**config.mk**
```make
export PLATFORM = sky130hd
export DESIGN_NAME = stream_row_router_flat
export DESIGN_NICKNAME = d
export VERILOG_FILES = /design/src/rtl/stream_row_router_if.sv /design/src/rtl/stream_row_router.sv /design/src/flat_wrapper.sv
export SDC_FILE = /design/constraint.sdc
export NUM_CORES = 2
export LEC_CHECK = 0
export ABC_AREA = 0
export CORE_MARGIN = 10
export CORE_UTILIZATION = 39
export DETAILED_ROUTE_END_ITERATION = 6
export DONT_BUFFER_PORTS = 1
export MAX_ROUTING_LAYER = met4
export PLACE_DENSITY_LB_ADDON = 0.12
export SLEW_MARGIN = 25
export SYNTH_ARGS = -nofsm -noshare
export SYNTH_HDL_FRONTEND = slang
export SYNTH_SLANG_ARGS = --single-unit
```
**constraint.sdc**
```tcl
create_clock -name i_clk -period 10.3 [get_ports i_clk]
set_input_delay 1.03 -clock i_clk [delete_from_list [all_inputs] [get_ports i_clk]]
set_output_delay 1.03 -clock i_clk [all_outputs]
set_load 0.1 [all_outputs]
```
**src/rtl/stream_row_router_if.sv**
```systemverilog
// Handshake bundle between the address generator / scratchpad / PE row and stream_row_router.
// master drives the inputs (testbench or upstream logic); slave is the router itself.
interface stream_row_router_if #(
    parameter int DATA_WIDTH      = 8,
    parameter int SPAD_N          = 8,
    parameter int WORD_ADDR_WIDTH = 8,
    parameter int ADDR_WIDTH      = WORD_ADDR_WIDTH + $clog2(SPAD_N),
    parameter int ADDR_LENGTH     = 9
) ();
    logic [ADDR_LENGTH*ADDR_WIDTH-1:0] i_ag_addr;
    logic                              i_ag_valid;
    logic                              o_ag_ready;
    logic [SPAD_N*DATA_WIDTH-1:0]      i_spad_data;
    logic [WORD_ADDR_WIDTH-1:0]        i_spad_addr;
    logic                              i_spad_valid;
    logic                              o_spad_ready;
    logic [DATA_WIDTH-1:0]             o_data;
    logic                              o_valid;
    logic                              i_ready;
    logic                              o_aq_empty;
    logic [15:0]                       o_elem_count;

    modport master (
        output i_ag_addr, i_ag_valid, i_spad_data, i_spad_addr, i_spad_valid, i_ready,
        input  o_ag_ready, o_spad_ready, o_data, o_valid, o_aq_empty, o_elem_count
    );

    modport slave (
        input  i_ag_addr, i_ag_valid, i_spad_data, i_spad_addr, i_spad_valid, i_ready,
        output o_ag_ready, o_spad_ready, o_data, o_valid, o_aq_empty, o_elem_count
    );
endinterface

```
**src/rtl/stream_row_router.sv**
```systemverilog
// Input row router: queues element addresses, matches up to PEEK_W head entries per scratchpad word,
// and drains matched elements to the PE row. Define STREAM_ROW_ROUTER_PAD_EN for all-ones zero-pad entries.
module stream_row_router #(
    parameter int DATA_WIDTH      = 8,
    parameter int SPAD_N          = 8,
    parameter int WORD_ADDR_WIDTH = 8,
    parameter int ADDR_WIDTH      = WORD_ADDR_WIDTH + $clog2(SPAD_N),
    parameter int ADDR_LENGTH     = 9,
    parameter int AQ_DEPTH        = 16,
    parameter int OQ_DEPTH        = 16,
    parameter int PEEK_W          = 4
) (
    input logic                i_clk,
    input logic                i_rst,
    input logic                i_clear,
    stream_row_router_if.slave bus
);
    localparam int LANE_W = $clog2(SPAD_N);
    localparam int AQ_PW  = $clog2(AQ_DEPTH);
    localparam int AQ_CW  = AQ_PW + 1;
    localparam int OQ_PW  = $clog2(OQ_DEPTH);
    localparam int OQ_CW  = OQ_PW + 1;
    localparam int N_W    = $clog2(PEEK_W + 1);

    logic [ADDR_WIDTH-1:0] aq_mem [AQ_DEPTH];
    logic [AQ_PW-1:0]      aq_wr;
    logic [AQ_PW-1:0]      aq_rd;
    logic [AQ_CW-1:0]      aq_cnt;

    logic [DATA_WIDTH-1:0] oq_mem [OQ_DEPTH];
    logic [OQ_PW-1:0]      oq_wr;
    logic [OQ_PW-1:0]      oq_rd;
    logic [OQ_CW-1:0]      oq_cnt;

    logic [15:0]           elem_count;

    logic                  ag_ready;
    logic                  spad_ready;
    logic                  ag_wr;
    logic                  accept;
    logic                  oq_pop;
    logic [N_W-1:0]        run_n;
    logic [DATA_WIDTH-1:0] push_elem [PEEK_W];

    function automatic logic [DATA_WIDTH-1:0] lane_select(
        input logic [SPAD_N*DATA_WIDTH-1:0] word,
        input logic [LANE_W-1:0]            lane
    );
        return word[int'(lane)*DATA_WIDTH +: DATA_WIDTH];
    endfunction

    // Readiness uses registered counts only: a pop this cycle does not free space until next cycle.
    assign ag_ready   = (AQ_CW'(AQ_DEPTH) - aq_cnt) >= AQ_CW'(ADDR_LENGTH);
    assign spad_ready = (OQ_CW'(OQ_DEPTH) - oq_cnt) >= OQ_CW'(PEEK_W);
    assign ag_wr      = bus.i_ag_valid & ag_ready;
    assign accept     = bus.i_spad_valid & spad_ready;
    assign oq_pop     = (oq_cnt != '0) & bus.i_ready;

    always_comb begin
        logic [ADDR_WIDTH-1:0] head_addr;
        logic                  qual;
        logic                  run_on;
        run_n     = '0;
        run_on    = 1'b1;
        head_addr = '0;
        qual      = 1'b0;
        for (int k = 0; k < PEEK_W; k++) begin
            push_elem[k] = '0;
        end
        for (int k = 0; k < PEEK_W; k++) begin
            head_addr    = aq_mem[aq_rd + AQ_PW'(k)];
            qual         = (k < int'(aq_cnt)) && accept &&
                           (head_addr[ADDR_WIDTH-1:LANE_W] == bus.i_spad_addr);
            push_elem[k] = lane_select(bus.i_spad_data, head_addr[LANE_W-1:0]);
`ifdef STREAM_ROW_ROUTER_PAD_EN
            // Pad entries need no scratchpad word, only room in the output queue.
            if ((k < int'(aq_cnt)) && (&head_addr) && spad_ready) begin
                qual         = 1'b1;
                push_elem[k] = '0;
            end
`endif
            if (run_on && qual) begin
                run_n = run_n + N_W'(1);
            end else begin
                run_on = 1'b0;
            end
        end
    end

    always_ff @(posedge i_clk) begin
        if (i_rst || i_clear) begin
            aq_wr      <= '0;
            aq_rd      <= '0;
            aq_cnt     <= '0;
            oq_wr      <= '0;
            oq_rd      <= '0;
            oq_cnt     <= '0;
            elem_count <= '0;
        end else begin
            if (ag_wr) begin
                aq_wr <= aq_wr + AQ_PW'(ADDR_LENGTH);
            end
            aq_rd  <= aq_rd + AQ_PW'(run_n);
            aq_cnt <= aq_cnt + (ag_wr ? AQ_CW'(ADDR_LENGTH) : AQ_CW'(0)) - AQ_CW'(run_n);
            oq_wr  <= oq_wr + OQ_PW'(run_n);
            if (oq_pop) begin
                oq_rd      <= oq_rd + OQ_PW'(1);
                elem_count <= elem_count + 16'd1;
            end
            oq_cnt <= oq_cnt + OQ_CW'(run_n) - OQ_CW'(oq_pop);
        end
    end

    // Queue storage is data only; validity is carried entirely by the pointers and counts.
    always_ff @(posedge i_clk) begin
        if (ag_wr && !i_rst && !i_clear) begin
            for (int j = 0; j < ADDR_LENGTH; j++) begin
                aq_mem[aq_wr + AQ_PW'(j)] <= bus.i_ag_addr[j*ADDR_WIDTH +: ADDR_WIDTH];
            end
        end
        for (int k = 0; k < PEEK_W; k++) begin
            if (N_W'(k) < run_n) begin
                oq_mem[oq_wr + OQ_PW'(k)] <= push_elem[k];
            end
        end
    end

    assign bus.o_ag_ready   = ag_ready;
    assign bus.o_spad_ready = spad_ready;
    assign bus.o_valid      = (oq_cnt != '0);
    assign bus.o_data       = (oq_cnt != '0) ? oq_mem[oq_rd] : '0;
    assign bus.o_aq_empty   = (aq_cnt == '0);
    assign bus.o_elem_count = elem_count;
endmodule

```
**src/flat_wrapper.sv**
```systemverilog
// flat-port wrapper written by rule: the top's interface ports become plain ports
module stream_row_router_flat 
#(
    parameter int DATA_WIDTH      = 8,
    parameter int SPAD_N          = 8,
    parameter int WORD_ADDR_WIDTH = 8,
    parameter int ADDR_WIDTH      = WORD_ADDR_WIDTH + $clog2(SPAD_N),
    parameter int ADDR_LENGTH     = 9,
    parameter int AQ_DEPTH        = 16,
    parameter int OQ_DEPTH        = 16,
    parameter int PEEK_W          = 4
)
  (i_clk, i_rst, i_clear, bus_i_ag_addr, bus_i_ag_valid, bus_i_spad_data, bus_i_spad_addr, bus_i_spad_valid, bus_i_ready, bus_o_ag_ready, bus_o_spad_ready, bus_o_data, bus_o_valid, bus_o_aq_empty, bus_o_elem_count);
  stream_row_router_if #(.DATA_WIDTH(DATA_WIDTH), .SPAD_N(SPAD_N), .WORD_ADDR_WIDTH(WORD_ADDR_WIDTH), .ADDR_WIDTH(ADDR_WIDTH), .ADDR_LENGTH(ADDR_LENGTH)) bus_i ();
  input logic i_clk;
  input logic i_rst;
  input logic i_clear;
  input wire logic [$bits(bus_i.i_ag_addr)-1:0] bus_i_ag_addr;
  input wire logic [$bits(bus_i.i_ag_valid)-1:0] bus_i_ag_valid;
  input wire logic [$bits(bus_i.i_spad_data)-1:0] bus_i_spad_data;
  input wire logic [$bits(bus_i.i_spad_addr)-1:0] bus_i_spad_addr;
  input wire logic [$bits(bus_i.i_spad_valid)-1:0] bus_i_spad_valid;
  input wire logic [$bits(bus_i.i_ready)-1:0] bus_i_ready;
  output wire logic [$bits(bus_i.o_ag_ready)-1:0] bus_o_ag_ready;
  output wire logic [$bits(bus_i.o_spad_ready)-1:0] bus_o_spad_ready;
  output wire logic [$bits(bus_i.o_data)-1:0] bus_o_data;
  output wire logic [$bits(bus_i.o_valid)-1:0] bus_o_valid;
  output wire logic [$bits(bus_i.o_aq_empty)-1:0] bus_o_aq_empty;
  output wire logic [$bits(bus_i.o_elem_count)-1:0] bus_o_elem_count;
  assign bus_i.i_ag_addr = bus_i_ag_addr;
  assign bus_i.i_ag_valid = bus_i_ag_valid;
  assign bus_i.i_spad_data = bus_i_spad_data;
  assign bus_i.i_spad_addr = bus_i_spad_addr;
  assign bus_i.i_spad_valid = bus_i_spad_valid;
  assign bus_i.i_ready = bus_i_ready;
  assign bus_o_ag_ready = bus_i.o_ag_ready;
  assign bus_o_spad_ready = bus_i.o_spad_ready;
  assign bus_o_data = bus_i.o_data;
  assign bus_o_valid = bus_i.o_valid;
  assign bus_o_aq_empty = bus_i.o_aq_empty;
  assign bus_o_elem_count = bus_i.o_elem_count;
  stream_row_router #(.DATA_WIDTH(DATA_WIDTH), .SPAD_N(SPAD_N), .WORD_ADDR_WIDTH(WORD_ADDR_WIDTH), .ADDR_WIDTH(ADDR_WIDTH), .ADDR_LENGTH(ADDR_LENGTH), .AQ_DEPTH(AQ_DEPTH), .OQ_DEPTH(OQ_DEPTH), .PEEK_W(PEEK_W)) u_core (.i_clk(i_clk), .i_rst(i_rst), .i_clear(i_clear), .bus(bus_i));
endmodule
```
# ---- Word level (Yosys, flattened, before mapping)
# Memory sizes are Yosys's and may differ from the RTL's. A register that Yosys moved wholly into a read port is not among the register bits.
# Index checks and enable logic that the tools add are counted.
# W data, S select, Z words.
dict set report totals {
  inputBits 177
  rom_bits 0
  ram_bits 304
  latch_bits 0
  elab_cells 98
  output_inout_bits 28
  ff_bits 42
  memories 2
}
# name depth width rd rd_clocked_by_memory_dff wr line_no
set memory_table {}
lappend memory_table {u_core.aq_mem 16 11 4 1 9 stream_row_router.sv:25} ;# logic [ADDR_WIDTH-1:0] aq_mem [AQ_DEPTH];
lappend memory_table {u_core.oq_mem 16 8 1 1 4 stream_row_router.sv:30} ;# logic [DATA_WIDTH-1:0] oq_mem [OQ_DEPTH];
dict set report classes {
  bitwise_logic 3
  reduce_logical 18
  n_shift 4
  n_div 0
  multipliers 0
  mux 22
  n_addsub 28
  n_eq_ne 4
  n_lt_le_gt_ge 10
}
# cell n
set ops {}
lappend ops {{$shiftx A64 B7 Y8} 4}
lappend ops {{$eq A8 B8 Y1} 4}
lappend ops {{$add A4 B2 Y4 const B} 6}
lappend ops {{$add A16 B1 Y16 const B} 1}
lappend ops {{$add A4 B1 Y4 const B} 4}
lappend ops {{$add A4 B3 Y4 const B} 4}
lappend ops {{$mux W4} 4}
lappend ops {{$mux W1} 14}
lappend ops {{$logic_and A1 B1 Y1} 13}
lappend ops {{$lt A1 B5 Y1 const A} 2}
lappend ops {{$lt A2 B5 Y1 const A} 2}
lappend ops {{$sub A5 B5 Y5 const A} 2}
lappend ops {{$add A3 B1 Y3 const B} 3}
lappend ops {{$mux W3} 3}
lappend ops {{$add A4 B3 Y4} 2}
lappend ops {{$add A4 B4 Y4 const B} 2}
lappend ops {{$mux W8} 1}
lappend ops {{$lt A1 B3 Y1 const A} 2}
lappend ops {{$lt A2 B3 Y1 const A} 2}
lappend ops {{$add A5 B3 Y5} 1}
lappend ops {{$add A5 B5 Y5} 1}
lappend ops {{$ge A5 B3 Y1 const B} 1}
lappend ops {{$ge A5 B4 Y1 const B} 1}
lappend ops {{$logic_not A5 Y1} 1}
lappend ops {{other kinds (6)} 9}

# ---- Logic depth before layout (Yosys ltp)
dict set report logic_depth {
  ltp_word 15
  mapped_depth 31
  mapped_depth_nobuf 21
}

# ---- Worst setup path after synthesis
# OpenSTA, ideal clock, no wires.
dict set report synth_path {
  path_type {flip-flop to flip-flop}
  from {register u_core.aq_rd[1]}
  to {memory u_core.oq_mem[1][0], data pin}
  arrival_ps 6240
  setup_ps 275
  path_slack_ps 3785
  path_buffers 10
  synth_period_minus_slack_ps 6515
  path_stages_with_launch 26
  required_ps 10025
  path_cell_list {dfxtp_1 > buf_4 > buf_2 > buf_4 > buf_4 > buf_4 > clkinv_1 > ha_1 > buf_2 > mux4_1 > mux4_2 > xor2_1 > nor3_1 > and4_1 > buf_2 > nand3_1 > buf_2 > clkbuf_1 > inv_1 > ha_1 > nor2b_1 > a31o_2 > buf_6 > nor4_1 > a2bb2oi_1 > mux2i_1}
}
# item line_no
set synth_lines {}
lappend synth_lines {{start, declared} stream_row_router.sv:27} ;# logic [AQ_PW-1:0] aq_rd;
lappend synth_lines {{start signal, assigned} stream_row_router.sv:103} ;# aq_rd <= aq_rd + AQ_PW'(run_n);
lappend synth_lines {{end, declared} stream_row_router.sv:30}

==> results.md <==
| Stage | Item | Reported |
| --- | --- | --- |
| synthesis | Combined area of all synthesized cells | 40000 um2 |
| timing | Setup TNS | 0 ns |
| worst setup path | Required time of the critical path | 10.75 ns |
| placed design | Final weighted congestion of routability-driven global placement | 0.994 |
| worst setup path | Critical path endpoint category | register |
| route | First-pass iteration count of the detailed router | 7 |
| placed design | # placed instances | 5447 |
| worst setup path | Delay of the slowest cell on the worst path | 0.88 ns |
| worst setup path | CP Data Arrival Time | 8.02 ns |
| synthesis | Synth async-reset ratio | 0% |
| synthesis | Synth unique cells | 75 |
| floorplan | Number of top-level pins | 205 |
| synthesis | Portion of the post-synthesis area used by sequential elements | 25.1% |
| synthesis | Yosys warnings | 0 |
| status | Violations in the final reports | design-rule violations |
| timing | Setup slack of the critical path after layout | 2.74 ns |
| synthesis | Synthesized netlist cell count | 4496 |
| placed design | Input/output buffers | 0 |
| global route | Overflow after GRT | 0 |
| clock network | Max Buffers Root-to-Sink | 3 |
| floorplan | Initial Utilization | 39.3% |
| final layout | Number of nets in the layout | 4356 |
| power | Pleak | 15.0 nW |
| worst setup path | Cell at the slowest stage of the critical path | sky130_fd_sc_hd__nor3b_1 |
| timing | Clock skew | 0.0440 ns |
| power | Post-route total power | 0.00541 W |
| route | DR iter-0 viols | 6544 |
| clock network | Clock-pin slew on the worst setup and hold paths | 0.06 ns |
| route | Via density per instance | 7.35 |
| clock network | Source-to-sink clock delay at the later pin of the worst-skew pair | 0.63 ns |
| timing | Min Hold Slack | 0.557 ns |
| worst setup path | CP dominant cell by count | sky130_fd_sc_hd__buf_4 |
| hold path | Worst min-delay path category | register to register |
| timing | Maximum achievable frequency | 132 MHz |
| timing | Max transition margin | 23.4% |
| final layout | Area overhead of the layout relative to synthesis | 5.98% |
| final layout | Share of post-route cells with drive strength above 1 | 13.7% |
| floorplan | Width of the die | 340 um |
| route | Total length of routed wires | 209000 um |
| timing | Time the worst path needs with I/O delays and setup | 7.56 ns |
| route | DRT antenna net count | 0 |
| worst setup path | Crit-path leading delay family | simple AND/OR/NAND/NOR gates |
| clock network | Clock tree from TritonCTS | built |
| floorplan | Area enclosed by the die boundary | 116000 um2 |
| placed design | Worst setup slack before clock tree synthesis | 2.94 ns |
| worst setup path | CP startpoint kind | register |
| timing | Pins over their slew limit | 0 |
| global route | Vias in the first global route | 37300 |
| floorplan | Std-Cell Rows | 117 |
| power | Power per standard cell area | 127 nW/um2 |
| route | Routed vias | 40700 |
| floorplan | Die boundary height | 340 um |
| clock network | Level count of the clock H-tree | 2 |
| timing | Unrepaired setup endpoints after global routing | false |
| power | Maximum resistive drop on vdd | 0.222 mV |
| clock network | Root Buffer | sky130_fd_sc_hd__clkbuf_16 |
| worst setup path | Critical path class | register to register |
| clock network | Postcts setup bufs | 0 |
| route | DRC violations left | 2 |
| clock network | Sinks on Clock Net | 350 |
| placed design | Detailed placer's ending HPWL | 150000 um |
| synthesis | Net count of the mapped netlist | 4722 |
| floorplan | Core region area | 102000 um2 |
| status | Outcome | finished with violations |
| global route | Gr usage total | 35.4% |
| route | Wirelength per Cell | 37.8 um |
| synthesis | Number of enable flip-flop cells after synthesis | 304 |
| synthesis | Number of register bits inferred by synthesis | 350 |
| synthesis | Syn_area_per_cell | 8.91 um2 |
| clock network | TritonCTS buffer count | 44 |
| synthesis | Ys flop type | sky130_fd_sc_hd__edfxtp_1 |
| global route | Maximum number of pins on one net before global-route repair | 50 |
| clock network | Number of cells upsized or downsized after cts | 0 |
| final layout | Filler-free cell count of the finished design | 5538 |
| worst setup path | Number of buffers and inverters on the critical path | 3 |
| timing | Slew @ Worst Pin | 1.15 ns |
| run | Max-capacitance violation count | 0 |
| clock network | Number of hold buffers added after cts | 0 |
| timing | Period utilization | 73.4% |
| timing | # setup viols final | 0 |
| global route | First-pass GRT wire length | 292000 um |
| worst setup path | Cell-by-cell trace of the critical path | clkinv_1 > ha_2 > buf_4 > mux4_1 > mux4_2 > xor2_1 > nor3_1 > and4_1 > and2_1 > a21oi_1 > ha_1 > nor2b_1 > a31o_2 > nor3b_1 > buf_4 > a2bb2oi_1 > mux2i_1 |
| global route | Antenna violations before repair | 7 |
| worst setup path | Maximum fanout encountered on the critical timing path | 39 |
| timing | Number of hold-slack violations in the final timing report | 0 |
cell usage after synthesis, types with 68 or more instances:
master / instances / area, um2
sky130_fd_sc_hd__mux4_2: 206 / 4640
sky130_fd_sc_hd__a2bb2oi_1: 90 / 788
sky130_fd_sc_hd__nand2_1: 365 / 1370
sky130_fd_sc_hd__a221oi_1: 75 / 657
sky130_fd_sc_hd__o22ai_1: 154 / 963
sky130_fd_sc_hd__a21oi_1: 304 / 1520
sky130_fd_sc_hd__o21ai_0: 308 / 1540
sky130_fd_sc_hd__buf_1: 68 / 255
sky130_fd_sc_hd__mux2i_1: 543 / 5440
sky130_fd_sc_hd__edfxtp_1: 304 / 9130
sky130_fd_sc_hd__clkbuf_1: 383 / 1440
sky130_fd_sc_hd__a211oi_1: 215 / 1610
sky130_fd_sc_hd__nand3_1: 70 / 350
sky130_fd_sc_hd__a22oi_1: 94 / 706
sky130_fd_sc_hd__nor2_1: 446 / 1670
worst paths after layout:
| kind | depth (start not counted) | slack [ns] | end | start |
|---|---|---|---|---|
| worst min register to register | 2 | 0.56 | u_core.oq_rd[2] | u_core.oq_rd[2] |
| worst max register to register | 17 | 2.74 | u_core.oq_mem[9][6] | u_core.aq_rd[1] |
| worst max-delay path | 17 | 2.74 | u_core.oq_mem[9][6] | u_core.aq_rd[1] |
| worst min-delay path | 2 | 0.56 | u_core.oq_rd[2] | u_core.oq_rd[2] |
layout make-up:
class / instances / area, um2
Clock inverter: 24 / 235
Timing Repair Buffer: 122 / 951
Fill cell: 10200 / 59400
Sequential cell: 350 / 10100
Clock buffer: 55 / 1170
Antenna cell: 7 / 17.5
Tap cell: 1368 / 1710
Multi-Input combinational cell: 3569 / 28100
Inverter: 43 / 164
worst min-delay path: cells and delay by family (launching register included):
kind	cells	cell delay, ns
DFF	1	0.34
xor gates and xnor gates	1	0.07
and+or+nand+nor	1	0.11
stage by stage:
step,instance area (um2),utilization [%]
floorplan,40000,-
global placement,40800,40.0
detailed placement,40900,40.1
CTS,42300,41.5
global route,42400,41.7
finish,42400,41.7
cells by family after synthesis:
family | share of synthesized area, %
multiplexers | 28.2
buffers and inverters | 6.03
AO/OA/AOI/OAI | 23.7
flip-flops | 25.1
AND/OR/NAND/NOR | 13.2
adder cells (fa/ha/maj) | 1.61
XOR/XNOR | 2.06
cell usage in the layout, fill, tap and decap left out, drive strengths merged, types with 15 or more instances in the layout:
cell     netlist  layout
mux2i        543     543
nor2         446     446
nand2        377     377
o21ai        308     308
a21oi        304     304
edfxtp       304     304
mux4         226     226
a211oi       215     215
o22ai        154     154
buf          151     121
a22oi         94      94
a2bb2oi       90      90
a221oi        75      75
nand3         73      73
mux2          63      63
nor3          58      58
clkbuf       383      56
xor2          51      51
inv           42      46
dfxtp         46      46
o211ai        45      45
ha            45      45
xnor2         43      43
nand4         35      35
a211o         35      35
and2          27      27
nor2b         25      25
o221ai        25      25
nor4          24      24
a22o          18      18
a31oi         18      18
o2111ai       15      15
power breakdown:
group          total (W)  internal [W]  switching [W]
Clock            0.00156      0.000888       0.000676
Sequential       0.00177       0.00167      0.0000996
Combinational    0.00207      0.000667        0.00140
Total            0.00541       0.00323        0.00218
state kept, by name, summed over array words and instances, names as in the netlist, named ones only:
signal                   flops
u_core.oq_wr                 4
u_core.aq_rd                 4
u_core.oq_mem              128
u_core.aq_mem              176
u_core.oq_rd                 4
u_core.bus.o_elem_count     16
u_core.oq_cnt                5
u_core.aq_cnt                5
u_core.aq_wr                 4
per-layer routing:
| metal | track usage [%] | up-vias | part of all wire [%] |
|---|---|---|---|
| met5 | - | - | 0 |
| met2 | 51.0 | 3272 | 42 |
| met1 | 43.1 | 19900 | 37 |
| met3 | 10.8 | 773 | 13 |
| met4 | 21.3 | 0 | 7.5 |
| li1 | - | 16700 | - |
Power figures use the tool's default switching activity.
